[config.mk]
export PLATFORM = sky130hd
export DESIGN_NAME = spi_main_gen
export DESIGN_NICKNAME = d
export VERILOG_FILES = /design/src/rtl/spi_pkg.sv /design/src/rtl/spi_clk_gen.sv /design/src/rtl/spi_main_gen.sv
export SDC_FILE = /design/constraint.sdc
export NUM_CORES = 1
export LEC_CHECK = 0
export ABC_AREA = 1
export CORE_MARGIN = 1.5
export CORE_UTILIZATION = 40
export DETAILED_ROUTE_END_ITERATION = 16
export GPL_ROUTABILITY_DRIVEN = 0
export PLACE_DENSITY_LB_ADDON = 0.3
export SETUP_SLACK_MARGIN = 0.4
export SLEW_MARGIN = 20
export SYNTH_ARGS = -nofsm -noshare
export SYNTH_HDL_FRONTEND = slang
export SYNTH_HIERARCHICAL = 1
export SYNTH_SLANG_ARGS = --single-unit
export TNS_END_PERCENT = 5
[constraint.sdc]
create_clock -name clk -period 25.5 [get_ports clk]
set_input_delay 5.1 -clock clk [delete_from_list [all_inputs] [get_ports clk]]
set_output_delay 5.1 -clock clk [all_outputs]
set_load 0.05 [all_outputs]
[src/rtl/spi_pkg.sv]
// -----------------------------------------------------------------------------
// spi_pkg
//   Shared definitions for the SPI main controller (spi_main_gen) and its
//   SCLK generator (spi_clk_gen).
//   Contents:
//     spi_state_e      frame state machine encoding (S_IDLE/S_SETUP/S_XFER/S_HOLD)
//     CPOL_IDLE_LOW    SCLK idle level after reset
//     CPHA_SAMPLE_LEAD cpha value that samples MISO on the leading SCLK edge
//     clog2()          constant-evaluable ceil(log2) used for derived widths
// -----------------------------------------------------------------------------
package spi_pkg;

    typedef enum logic [1:0] {
        S_IDLE  = 2'd0,
        S_SETUP = 2'd1,
        S_XFER  = 2'd2,
        S_HOLD  = 2'd3
    } spi_state_e;

    localparam logic CPOL_IDLE_LOW    = 1'b0;
    localparam logic CPHA_SAMPLE_LEAD = 1'b0;

    function automatic int clog2(input int value);
        int r;
        r = 0;
        while ((1 << r) < value) begin
            r = r + 1;
        end
        return r;
    endfunction

endpackage

[src/rtl/spi_clk_gen.sv]
// -----------------------------------------------------------------------------
// spi_clk_gen
//   SCLK divider for spi_main_gen. Counts CLK_DIV clk cycles per SCLK
//   half-period while enabled and toggles SCLK at each half-period boundary
//   when toggling is permitted.
//   Ports:
//     clk, rst   system clock, synchronous active-high reset
//     en         frame active (divider runs), divider held at 0 otherwise
//     toggle_en  the boundary ending this half-period produces an SCLK edge
//     load       preset SCLK to load_lvl (frame start)
//     load_lvl   SCLK level loaded on load (new CPOL)
//     idle_lvl   latched CPOL, distinguishes leading from trailing edges
//     sclk       serial clock output (registered)
//     tick       last clk cycle of the current half-period
//     lead_stb   tick that moves SCLK away from its idle level
//     trail_stb  tick that returns SCLK to its idle level
// -----------------------------------------------------------------------------
module spi_clk_gen
    import spi_pkg::*;
#(
    parameter int CLK_DIV = 1
) (
    input  logic clk,
    input  logic rst,
    input  logic en,
    input  logic toggle_en,
    input  logic load,
    input  logic load_lvl,
    input  logic idle_lvl,
    output logic sclk,
    output logic tick,
    output logic lead_stb,
    output logic trail_stb
);

    localparam int              DIV_W    = (CLK_DIV > 1) ? clog2(CLK_DIV) : 1;
    localparam logic [DIV_W-1:0] DIV_LAST = DIV_W'(CLK_DIV - 1);

    logic [DIV_W-1:0] div_q, div_d;
    logic             sclk_q, sclk_d;

    always_comb begin
        tick      = en && (div_q == DIV_LAST);
        lead_stb  = tick && toggle_en && (sclk_q == idle_lvl);
        trail_stb = tick && toggle_en && (sclk_q != idle_lvl);

        div_d = div_q;
        if (!en || tick) begin
            div_d = '0;
        end else begin
            div_d = div_q + DIV_W'(1);
        end

        // SCLK keeps its last level between frames so it idles at CPOL.
        sclk_d = sclk_q;
        if (load) begin
            sclk_d = load_lvl;
        end else if (tick && toggle_en) begin
            sclk_d = ~sclk_q;
        end
    end

    always_ff @(posedge clk) begin
        if (rst) begin
            div_q  <= '0;
            sclk_q <= 1'b0;
        end else begin
            div_q  <= div_d;
            sclk_q <= sclk_d;
        end
    end

    assign sclk = sclk_q;

endmodule

[src/rtl/spi_main_gen.sv]
// -----------------------------------------------------------------------------
// spi_main_gen
//   Parametrised SPI main controller. One full-duplex frame of DATA_W bits per
//   accepted start, runtime CPOL/CPHA, NUM_CS active-low chip selects, SCLK
//   half-period of CLK_DIV clk cycles. Frame: IDLE -> SETUP -> XFER -> HOLD.
//   Optional feature macro: SPI_MAIN_LSB_FIRST_EN adds the lsb_first input
//   (latched with start) selecting LSB-first shifting; without it the frame is
//   always MSB first.
//   Ports:
//     clk, rst   system clock, synchronous active-high reset
//     start      frame request, accepted only when idle and not busy
//     cs_sel     target chip-select index (out of range selects nothing)
//     cpol,cpha  SPI mode, latched with start
//     tx         word to send, latched with start
//     rx         last received word, updated in the done cycle
//     busy       frame in progress (cycle after acceptance through done)
//     done       one-cycle completion pulse
//     cs_n       active-low chip selects
//     sclk,mosi  serial clock and data out
//     miso       serial data in
//     lsb_first  (SPI_MAIN_LSB_FIRST_EN only) LSB-first frame when 1
// -----------------------------------------------------------------------------
module spi_main_gen
    import spi_pkg::*;
#(
    parameter int DATA_W   = 128,
    parameter int NUM_CS   = 1,
    parameter int CLK_DIV  = 1,
    parameter int CS_SEL_W = (NUM_CS > 1) ? clog2(NUM_CS) : 1
) (
    input  logic                clk,
    input  logic                rst,
    input  logic                start,
    input  logic [CS_SEL_W-1:0] cs_sel,
    input  logic                cpol,
    input  logic                cpha,
    input  logic [DATA_W-1:0]   tx,
    output logic [DATA_W-1:0]   rx,
    output logic                busy,
    output logic                done,
    output logic [NUM_CS-1:0]   cs_n,
    output logic                sclk,
    output logic                mosi,
`ifdef SPI_MAIN_LSB_FIRST_EN
    input  logic                lsb_first,
`endif
    input  logic                miso
);

    localparam int              HC_W          = clog2(2 * DATA_W);
    localparam logic [HC_W-1:0] HC_LAST       = HC_W'(2 * DATA_W - 1);
    localparam logic [HC_W-1:0] HC_LAST_TRAIL = HC_W'(2 * DATA_W - 2);

    function automatic logic first_bit(input logic [DATA_W-1:0] v, input logic lsb);
        return lsb ? v[0] : v[DATA_W-1];
    endfunction

    function automatic logic [DATA_W-1:0] shift_tx(input logic [DATA_W-1:0] v, input logic lsb);
        return lsb ? (v >> 1) : (v << 1);
    endfunction

    function automatic logic [DATA_W-1:0] shift_rx(input logic [DATA_W-1:0] v, input logic b,
                                                   input logic lsb);
        return lsb ? {b, v[DATA_W-1:1]} : {v[DATA_W-2:0], b};
    endfunction

    spi_state_e        state_q, state_d;
    logic [HC_W-1:0]   hcnt_q, hcnt_d;
    logic              busy_q, busy_d;
    logic              done_q, done_d;
    logic              mosi_q, mosi_d;
    logic              cpol_q, cpol_d;
    logic              cpha_q, cpha_d;
    logic [NUM_CS-1:0] cs_n_q, cs_n_d, cs_dec;
    logic [DATA_W-1:0] rx_q, rx_d;
    logic [DATA_W-1:0] tx_sr_q, tx_sr_d;
    logic [DATA_W-1:0] rx_sr_q, rx_sr_d;

    logic lsb_sel;   // bit order of the frame in flight
    logic lsb_in;    // bit order requested with start
    logic accept, clk_en, toggle_en;
    logic tick, lead_stb, trail_stb, put_stb, smp_stb;

`ifdef SPI_MAIN_LSB_FIRST_EN
    logic lsb_q, lsb_d;

    always_comb begin
        lsb_d = lsb_q;
        if (accept) begin
            lsb_d = lsb_first;
        end
    end

    always_ff @(posedge clk) begin
        if (rst) begin
            lsb_q <= 1'b0;
        end else begin
            lsb_q <= lsb_d;
        end
    end

    assign lsb_sel = lsb_q;
    assign lsb_in  = lsb_first;
`else
    assign lsb_sel = 1'b0;
    assign lsb_in  = 1'b0;
`endif

    // The done cycle is already IDLE but still busy, so a start there is ignored.
    assign accept    = (state_q == S_IDLE) && !busy_q && start;
    assign clk_en    = (state_q != S_IDLE);
    // No SCLK edge at the end of the last half-period: the line is back at CPOL.
    assign toggle_en = (state_q == S_SETUP) || ((state_q == S_XFER) && (hcnt_q != HC_LAST));

    // cpha=0 drives on trailing edges, except the final one so MOSI keeps the
    // last bit; cpha=1 drives on leading edges. Sampling uses the other edge.
    assign put_stb = (cpha_q == CPHA_SAMPLE_LEAD) ? (trail_stb && (hcnt_q != HC_LAST_TRAIL))
                                                  : lead_stb;
    assign smp_stb = (cpha_q == CPHA_SAMPLE_LEAD) ? lead_stb : trail_stb;

    spi_clk_gen #(
        .CLK_DIV (CLK_DIV)
    ) u_clk_gen (
        .clk       (clk),
        .rst       (rst),
        .en        (clk_en),
        .toggle_en (toggle_en),
        .load      (accept),
        .load_lvl  (cpol),
        .idle_lvl  (cpol_q),
        .sclk      (sclk),
        .tick      (tick),
        .lead_stb  (lead_stb),
        .trail_stb (trail_stb)
    );

    // Out-of-range indices match no line, leaving every select high.
    always_comb begin
        cs_dec = '1;
        for (int i = 0; i < NUM_CS; i++) begin
            if (int'(cs_sel) == i) begin
                cs_dec[i] = 1'b0;
            end
        end
    end

    always_comb begin
        state_d = state_q;
        hcnt_d  = hcnt_q;
        busy_d  = busy_q;
        done_d  = 1'b0;
        mosi_d  = mosi_q;
        cpol_d  = cpol_q;
        cpha_d  = cpha_q;
        cs_n_d  = cs_n_q;
        rx_d    = rx_q;
        tx_sr_d = tx_sr_q;
        rx_sr_d = rx_sr_q;

        if (done_q) begin
            busy_d = 1'b0;
        end

        case (state_q)
            S_IDLE: begin
                if (accept) begin
                    state_d = S_SETUP;
                    busy_d  = 1'b1;
                    cpol_d  = cpol;
                    cpha_d  = cpha;
                    cs_n_d  = cs_dec;
                    // cpha=0 presents the first bit during SETUP, before any edge.
                    if (cpha == CPHA_SAMPLE_LEAD) begin
                        mosi_d  = first_bit(tx, lsb_in);
                        tx_sr_d = shift_tx(tx, lsb_in);
                    end else begin
                        tx_sr_d = tx;
                    end
                end
            end
            S_SETUP: begin
                if (tick) begin
                    state_d = S_XFER;
                    hcnt_d  = '0;
                end
            end
            S_XFER: begin
                if (tick) begin
                    if (hcnt_q == HC_LAST) begin
                        state_d = S_HOLD;
                    end else begin
                        hcnt_d = hcnt_q + HC_W'(1);
                    end
                end
            end
            S_HOLD: begin
                if (tick) begin
                    state_d = S_IDLE;
                    done_d  = 1'b1;
                    cs_n_d  = '1;
                    rx_d    = rx_sr_q;
                end
            end
            default: begin
                state_d = S_IDLE;
            end
        endcase

        if (put_stb) begin
            mosi_d  = first_bit(tx_sr_q, lsb_sel);
            tx_sr_d = shift_tx(tx_sr_q, lsb_sel);
        end
        if (smp_stb) begin
            rx_sr_d = shift_rx(rx_sr_q, miso, lsb_sel);
        end
    end

    always_ff @(posedge clk) begin
        if (rst) begin
            state_q <= S_IDLE;
            hcnt_q  <= '0;
            busy_q  <= 1'b0;
            done_q  <= 1'b0;
            mosi_q  <= 1'b0;
            cpol_q  <= CPOL_IDLE_LOW;
            cpha_q  <= CPHA_SAMPLE_LEAD;
            cs_n_q  <= '1;
            rx_q    <= '0;
        end else begin
            state_q <= state_d;
            hcnt_q  <= hcnt_d;
            busy_q  <= busy_d;
            done_q  <= done_d;
            mosi_q  <= mosi_d;
            cpol_q  <= cpol_d;
            cpha_q  <= cpha_d;
            cs_n_q  <= cs_n_d;
            rx_q    <= rx_d;
        end
    end

    // Shift registers are fully rewritten by every frame, so they need no reset.
    always_ff @(posedge clk) begin
        tx_sr_q <= tx_sr_d;
        rx_sr_q <= rx_sr_d;
    end

    assign rx   = rx_q;
    assign busy = busy_q;
    assign done = done_q;
    assign cs_n = cs_n_q;
    assign mosi = mosi_q;

endmodule

# == Yosys cells after proc, flatten, opt, wreduce, memory -nomap -nowiden ==
# Cells that the tools add are included.
# word_totals
ff_bits,402
out_inout_bits,133
wordCells,92
# op_classes
addsub,2
eq_ne,15
muxes,30
bitwise_logic,3
reduce_logical,28
# ops
op,count
128-bit two-way mux,4
8-bit two-way mux,3
8-bit != test (second input constant),2
8-bit case mux with 2 select lines,1
1-bit two-way mux,15
2-bit nonzero test,6
2-bit two-way mux,5
2-bit != test (second input constant),5
8-bit by 1-bit adder with 8-bit output (second input constant),1
8-bit == test (second input constant),1
1-bit logical AND,8
2-bit case mux with 4 select lines,1
2-bit AND reduction,3
3-bit AND reduction,2
5-bit AND reduction,1
2-bit == test (second input constant),2
2-bit by 1-bit != test with 1-bit output (second input constant),2
4-bit AND reduction,1
2-bit OR reduction,2
1-bit NOT,3
2-bit by 1-bit == test with 1-bit output (second input constant),1
1-bit logical NOT,2
2-bit logical NOT,1
1-bit logical OR,2
other kinds (4),4

# == Logic depth before layout (Yosys ltp) ==
# Gate-level depths: netlist of the first run.
# logic_depth
word_depth,9
depth_mapped,17
ltp_nobuf,15

# == Modules after synthesis ==
# The synthesis of the first run kept the hierarchy.
# by_module_without_submodules
mod,n_inst,cells_per_inst,area_per_inst_um2,seq_area_each_um2
spi_main_gen,1,1791,16359.4,10560.1
spi_clk_gen,1,17,120.1,40.0

# == Worst setup path before layout of the first run ==
# Ideal clock, no wire load.
# synth_timing
path_kind,input-to-reg
startpoint,in start
endpoint,"reg tx_sr_q[100], enable pin"
setup_time_ns,1.104
arrival_time_ns,7.862
required_time_ns,24.396
slack_ns,16.534
path_stages,6
n_path_buf,2
path_cell_list,nand2_1 nor2_1 inv_1 buf_2 buf_1 nand2_1
# synth_between
elab_chain_cells,3
# synth_rtl
element,line,text
"start, declared",spi_main_gen.sv:33,"input logic start,"
1-bit logical AND,spi_main_gen.sv:110,assign accept = (state_q == S_IDLE) && !busy_q && start;
2-bit nonzero test (no line),-,
2-bit AND reduction (no line),-,
"end signal, assigned",spi_main_gen.sv:244,tx_sr_q <= tx_sr_d;
"end, declared",spi_main_gen.sv:76,"logic [DATA_W-1:0] tx_sr_q, tx_sr_d;"
# No other way between the ends.
# A chain may end at the register's enable or synchronous reset.

# == Final worst setup path of the first run ==
# layout_timing
startpoint,in start
endpoint,"reg tx_sr_q[63], enable pin"
# The elaborated chain is that of the path after synthesis.

==> results of run 1 <==
## layer usage
metal,global-route usage [%],up-vias
li1,-,6325
met1,24.9,5996
met2,26.2,349
met3,6.26,46
met4,5.23,2
met5,0,-
## registers in the layout (all words and copies together) (netlist names)
register	count
rx	128
rx_sr_q	128
tx_sr_q	128
hcnt_q	8
state_q	2
busy	1
cpha_q	1
cpol_q	1
cs_n	1
done	1
mosi	1
u_clk_gen/div_q	1
u_clk_gen/sclk	1
## worst paths after layout
check                                             from                    end  slack [ns]
worst max-delay path                             start  tx_sr_q[63]$_DFFE_PP_       17.61
worst min-delay path             rx_sr_q[40]$_DFFE_PP_  rx_sr_q[41]$_DFFE_PP_        0.44
worst max register to register  hcnt_q[0]$_SDFFE_PP0P_  tx_sr_q[63]$_DFFE_PP_       21.25
worst min register to register   rx_sr_q[40]$_DFFE_PP_  rx_sr_q[41]$_DFFE_PP_        0.44
## where the power goes
part	internal, mW	total (mW)	leakage (nW)	switching [mW]
registers	0.888	0.937	3.61	0.0491
clock network	0.369	0.625	0.694	0.256
logic	0.0955	0.344	3.58	0.248
total	1.35	1.91	7.88	0.553
## per-stage QoR
stage / cell area, um^2 / std cells / setup slack (ns) / total power, mW
after CTS: 20800 / 2584 / 17.60 / 1.93
after detailed placement: 19400 / 2504 / 17.00 / 1.29
after global routing: 20900 / 2585 / 17.35 / 2.01
final: 20900 / 2585 / 17.61 / 1.91
after global placement: 19400 / 2504 / 17.08 / 1.28
after floorplan: 16500 / 1808 / 16.53 / 1.20
## layout by cell type, fill, tap and decap left out, types with 2 or more instances in the layout
master,instances
nand3_1,14
clkbuf_1,12
clkinv_2,10
edfxtp_1,255
clkinv_1,5
a21oi_2,2
clkdlybuf4s50_1,266
nand2_4,3
a21oi_1,137
inv_1,25
ha_1,6
inv_6,3
clkbuf_16,44
o21ai_0,138
nand4_1,7
nor2_2,2
nor2_1,278
nand2_1,657
inv_4,2
clkbuf_8,3
bufinv_16,4
dfxtp_1,147
nand2_2,11
buf_4,11
## cell type report
class | count | area (um^2)
clock buffers | 59 | 1190
clock inverters | 21 | 225
fillers | 3805 | 19900
inverters | 30 | 121
multi-input cells | 1262 | 5270
flip-flops and latches | 402 | 10600
well taps | 532 | 666
repair buffers | 279 | 2780
## worst max-delay path, delay by kind of cell
kind / cells / cell delay, ns
buffers and inverters: 3 / 1.59
AND/OR/NAND/NOR: 3 / 1.32
## cells by family (layout without fill, tap and decap cells)
kind of cell	after synthesis	after routing	share of synthesized area, %
compound gates	278	278	8.49
xor+xnor	2	2	0.106
fa+ha+maj	6	6	0.456
buf+inv	144	389	3.88
flops	402	402	64.3
other cells	1	1	0.0228
simple gates	975	975	22.7
==> results.yml, run 1 <==
clocking:
  root_buffer: "clkbuf_16"
  cts_hold_buf: 0
  ctsResizeCount: 0
  clock_latency_ns: 0.56
  cts_tree: "yes"
  post-cts-setup-buffers: 0
  htreeDepth: 2
  numCtsBuffers: 43
  clkSinkCount: 402
  clockBufferDepth: 3
  path_clk_slew_ns: 0.06
sta:
  rsz0062_at_grt: "no"
  hold_viol_final: 0
  drv_slew: 0
  setup_violations: 0
  holdWs_ns: 0.439
  fin_setup_tns_ns: 0
  tightest_slew_ns: 1.08
  fin_crit_ns: 7.89
  fin_crit_sh_pct: 31.0
  skew_ns: 0.00901
  clock.fmax_mhz: 127
  slew_headroom_pct: 28.1
setup_path:
  max_stage_delay_ns: 0.84
  cp_slowest_cell: "buf_4"
  reg2reg_depth: 15
  required_ns: 25.67
  end_kind: "flop"
  crit_chain: "clkdlybuf4s50_1 > nand2_1 > nor2_1 > inv_4 > nand2_4 > buf_4"
  arrival_ns: 8.07
  critPathLaunchType: "primary input"
  cp_max_fo: 72
  worstSetupPathType: "primary input to flop"
pwr:
  p_leak_nw: 7.88
  p_per_area_nw_per_um2: 91.4
  ir_worst_vdd_mv: 0.0540
synth:
  ys_warn_count: 6
  yosys-top-cells-count: "659 x nand2_1, 278 x nor2_1, 255 x edfxtp_1"
  dominantRegCellSynth: "edfxtp_1"
  synth-edff-count: 255
  synth_top_area_share_pct: 46.5
  postSynthAreaPerCell_um2: 9.11
  syn_nets: 1949
  synth_top_cell_by_area: "edfxtp_1"
  yosysMostFrequentCell: "nand2_1"
  netlist_instances: 1808
  yosysSeqAreaShare_pct: 64.3
  yosysUniqueCellTypes: 26
  ys_ff_latch: 402
  synthArstFlopShare_pct: 0
  synth.top_cells.by_area: "edfxtp_1 46%, dfxtp_1 18%, nand2_1 15%"
  netlist_area_um2: 16500
detailed_routing:
  detail-route-antenna-nets: 0
  dr.max_layer_used: "met5"
  wl_met3_mm: 3.75
  drc: 0
  vias: 12700
  wirelength_mm: 39.0
  wl_met2_mm: 16.7
  drt-wirelength-per-cell_um: 15.1
  drt-initial-drc-count: 995
  via_per_inst: 4.92
  drtPass1Iterations: 5
  wl_met1_mm: 17.8
floorplan:
  placementRows: 74
  die_w_um: 206
  initial_core_util_pct: 40.5
  core_um2: 40700
  die-area_um2: 42400
  die_h_um: 206
  boundaryPins: 268
grt:
  grt_max_degree: 108
  grt_pass1_wl_mm: 61.1
  grt-ovfl-total: 0
  antenna_found_initial: 1
  grt_pass1_vias: 11900
  grt_usage_pct: 17.9
final_layout:
  diodes: 0
  area_delta_synth_final_pct: 26.5
  finish.utilization_pct: 51.2
  fin_nets: 2159
  drive_gt1_share_pct: 4.92
placement:
  dp_hpwl_mm: 22.9
  port-buffer-count: 267
run_status:
  outcome: "completed"
min_path:
  holdPathStages: 0
  min_path_type: "flop to flop"
run:
  drv_cap: 0
Note: power is estimated with default switching activity, not from simulation.
==> inputs of run 2 (changes only) <==
==> constraint.sdc (replaced) <==
create_clock -name clk -period 7.14 [get_ports clk]
set_input_delay 1.428 -clock clk [delete_from_list [all_inputs] [get_ports clk]]
set_output_delay 1.428 -clock clk [all_outputs]
set_load 0.05 [all_outputs]
==> results.yml, run 2 (synthesized netlist as in run 1, its figures left out) <==
final_layout:
  diodes: 0
  area_delta_synth_final_pct: 26.7
  final_cell_mix: "657 x nand2_1, 278 x nor2_1, 266 x clkdlybuf4s50_1, 255 x edfxtp_1, 147 x dfxtp_1"
  drive_gt1_share_pct: 4.82
  fin_nets: 2159
  layout_commonest_cell: "nand2_1"
clocking:
  post-cts-setup-buffers: 0
  htreeDepth: 2
  clock_latency_ns: 0.57
  path_clk_slew_ns: 0.06
  cts_hold_buf: 0
  cts_tree: "yes"
  root_buffer: "clkbuf_16"
  ctsResizeCount: 0
  numCtsBuffers: 44
  clkSinkCount: 402
  clockBufferDepth: 3
setup_path:
  critPathLaunchType: "primary input"
  r2r_setup_slack_ns: 2.93
  cp_max_fo: 69
  worstSetupPathType: "primary input to flop"
  required_ns: 7.32
  reg2reg_depth: 15
  critPathLaunch: "start"
  critical_path.endpoint: "tx_sr_q[39]$_DFFE_PP_"
  arrival_ns: 4.49
  end_kind: "flop"
  r2r_end: "tx_sr_q[39]$_DFFE_PP_"
  r2r_start: "hcnt_q[0]$_SDFFE_PP0P_"
floorplan:
  initial_core_util_pct: 40.5
  die-area_um2: 42400
  boundaryPins: 268
  die_w_um: 206
  core_um2: 40700
  placementRows: 74
  die_h_um: 206
sta:
  slew_headroom_pct: 31.5
  fin_crit_sh_pct: 60.4
  setup_violations: 0
  clock.fmax_mhz: 232
  drv_slew: 0
  hold_viol_final: 0
  tightest_slew_ns: 1.03
  fin_setup_tns_ns: 0
  holdWs_ns: 0.438
  skew_ns: 0.0188
  rsz0062_at_grt: "no"
  fin_crit_ns: 4.31
pwr:
  ir_worst_vdd_mv: 0.281
  p_leak_nw: 7.89
  p_per_area_nw_per_um2: 329
  p_seq_share_pct: 48.7
  internal-power_mw: 4.89
  clkPwrFrac_pct: 33.6
  swShare_pct: 28.8
  comb_power_share_pct: 17.8
  p_sw_mw: 1.98
placement:
  port-buffer-count: 267
  dp_hpwl_mm: 23.0
detailed_routing:
  drt-initial-drc-count: 989
  drtPass1Iterations: 5
  detail-route-antenna-nets: 0
  wirelength_mm: 38.4
  drc: 0
  via_per_inst: 4.89
  drt-wirelength-per-cell_um: 14.9
  vias: 12600
grt:
  antenna_found_initial: 0
  gr-usage-met3_pct: 6.15
  grt_max_degree: 108
  grt_use_met1_pct: 25.0
  grt-busiest-layer: "met2"
  grt_usage_pct: 17.9
  grt_pass1_vias: 12000
  grt-ovfl-total: 0
  grt_pass1_wl_mm: 61.1
  grtUsageMet2_pct: 26.0
min_path:
  min_from: "rx_sr_q[10]$_DFFE_PP_"
  min_path_type: "flop to flop"
run:
  drv_cap: 0
run_status:
  outcome: "completed"
==> run 2: changes by cell type in the layout (fill, tap and decap cells not counted) <==
cell and delta:
clkbuf_16 +1, inv_6 -2, clkinv_8 -1, clkinv_1 +3, clkbuf_1 -1, clkinv_2 -4, buf_16 -1, inv_16 +2
inv_4 +1, bufinv_16 +1, clkinv_4 +1
==> run 2: critical path, stage by stage <==
cell             delay (ns)
clkdlybuf4s50_1        0.46
nand2_1                0.06
nor2_1                 0.65
inv_4                  0.34
nand2_4                0.70
buf_4                  0.78
==> run 2: worst min path at each step <==
| stage | cells past startpoint | end |
|---|---|---|
| after floorplan | 0 | rx_sr_q[100]$_DFFE_PP_ |
| after detailed placement | 0 | rx_sr_q[89]$_DFFE_PP_ |
| after CTS | 0 | rx_sr_q[60]$_DFFE_PP_ |
| after global routing | 0 | rx_sr_q[72]$_DFFE_PP_ |
| after global placement | 0 | rx_sr_q[9]$_DFFE_PP_ |
| final | 0 | rx_sr_q[11]$_DFFE_PP_ |
==> run 2: cell type report <==
class	instances	area [um^2]
multi-input cells	1262	5270
repair buffers	278	2760
inverters	30	121
clock inverters	22	268
clock buffers	59	1210
flip-flops and latches	402	10600
well taps	532	666
fillers	3784	19900
==> run 2: metal layers <==
layer	vias to the layer above	routed length, um
met5	-	0
met4	0	796
met3	56	3940
met2	369	16000
met1	5889	17700
li1	6334	-
==> run 2: stage by stage <==
| step | cells | util (%) | area [um^2] | setup WS, ns | power, mW |
|---|---|---|---|---|---|
| 3_3_place_gp | 2504 | 47.6 | 19400 | 2.31 | 4.58 |
| 4_1_cts | 2585 | 51.3 | 20900 | 2.84 | 6.95 |
| 3_5_place_dp | 2504 | 47.6 | 19400 | 2.24 | 4.62 |
| 5_1_grt | 2585 | 51.3 | 20900 | 2.47 | 7.23 |
| 2_1_floorplan | 1808 | - | 16500 | 1.85 | 4.25 |
| 6_report | 2585 | 51.3 | 20900 | 2.83 | 6.87 |
==> run 2: power groups by stage <==
stage	logic (mW)	clock network, mW	registers, mW
floorplan	0.755	0	3.50
global placement	1.21	0	3.38
detailed placement	1.23	0	3.39
CTS	1.23	2.37	3.35
global route	1.38	2.45	3.39
finish	1.22	2.31	3.34
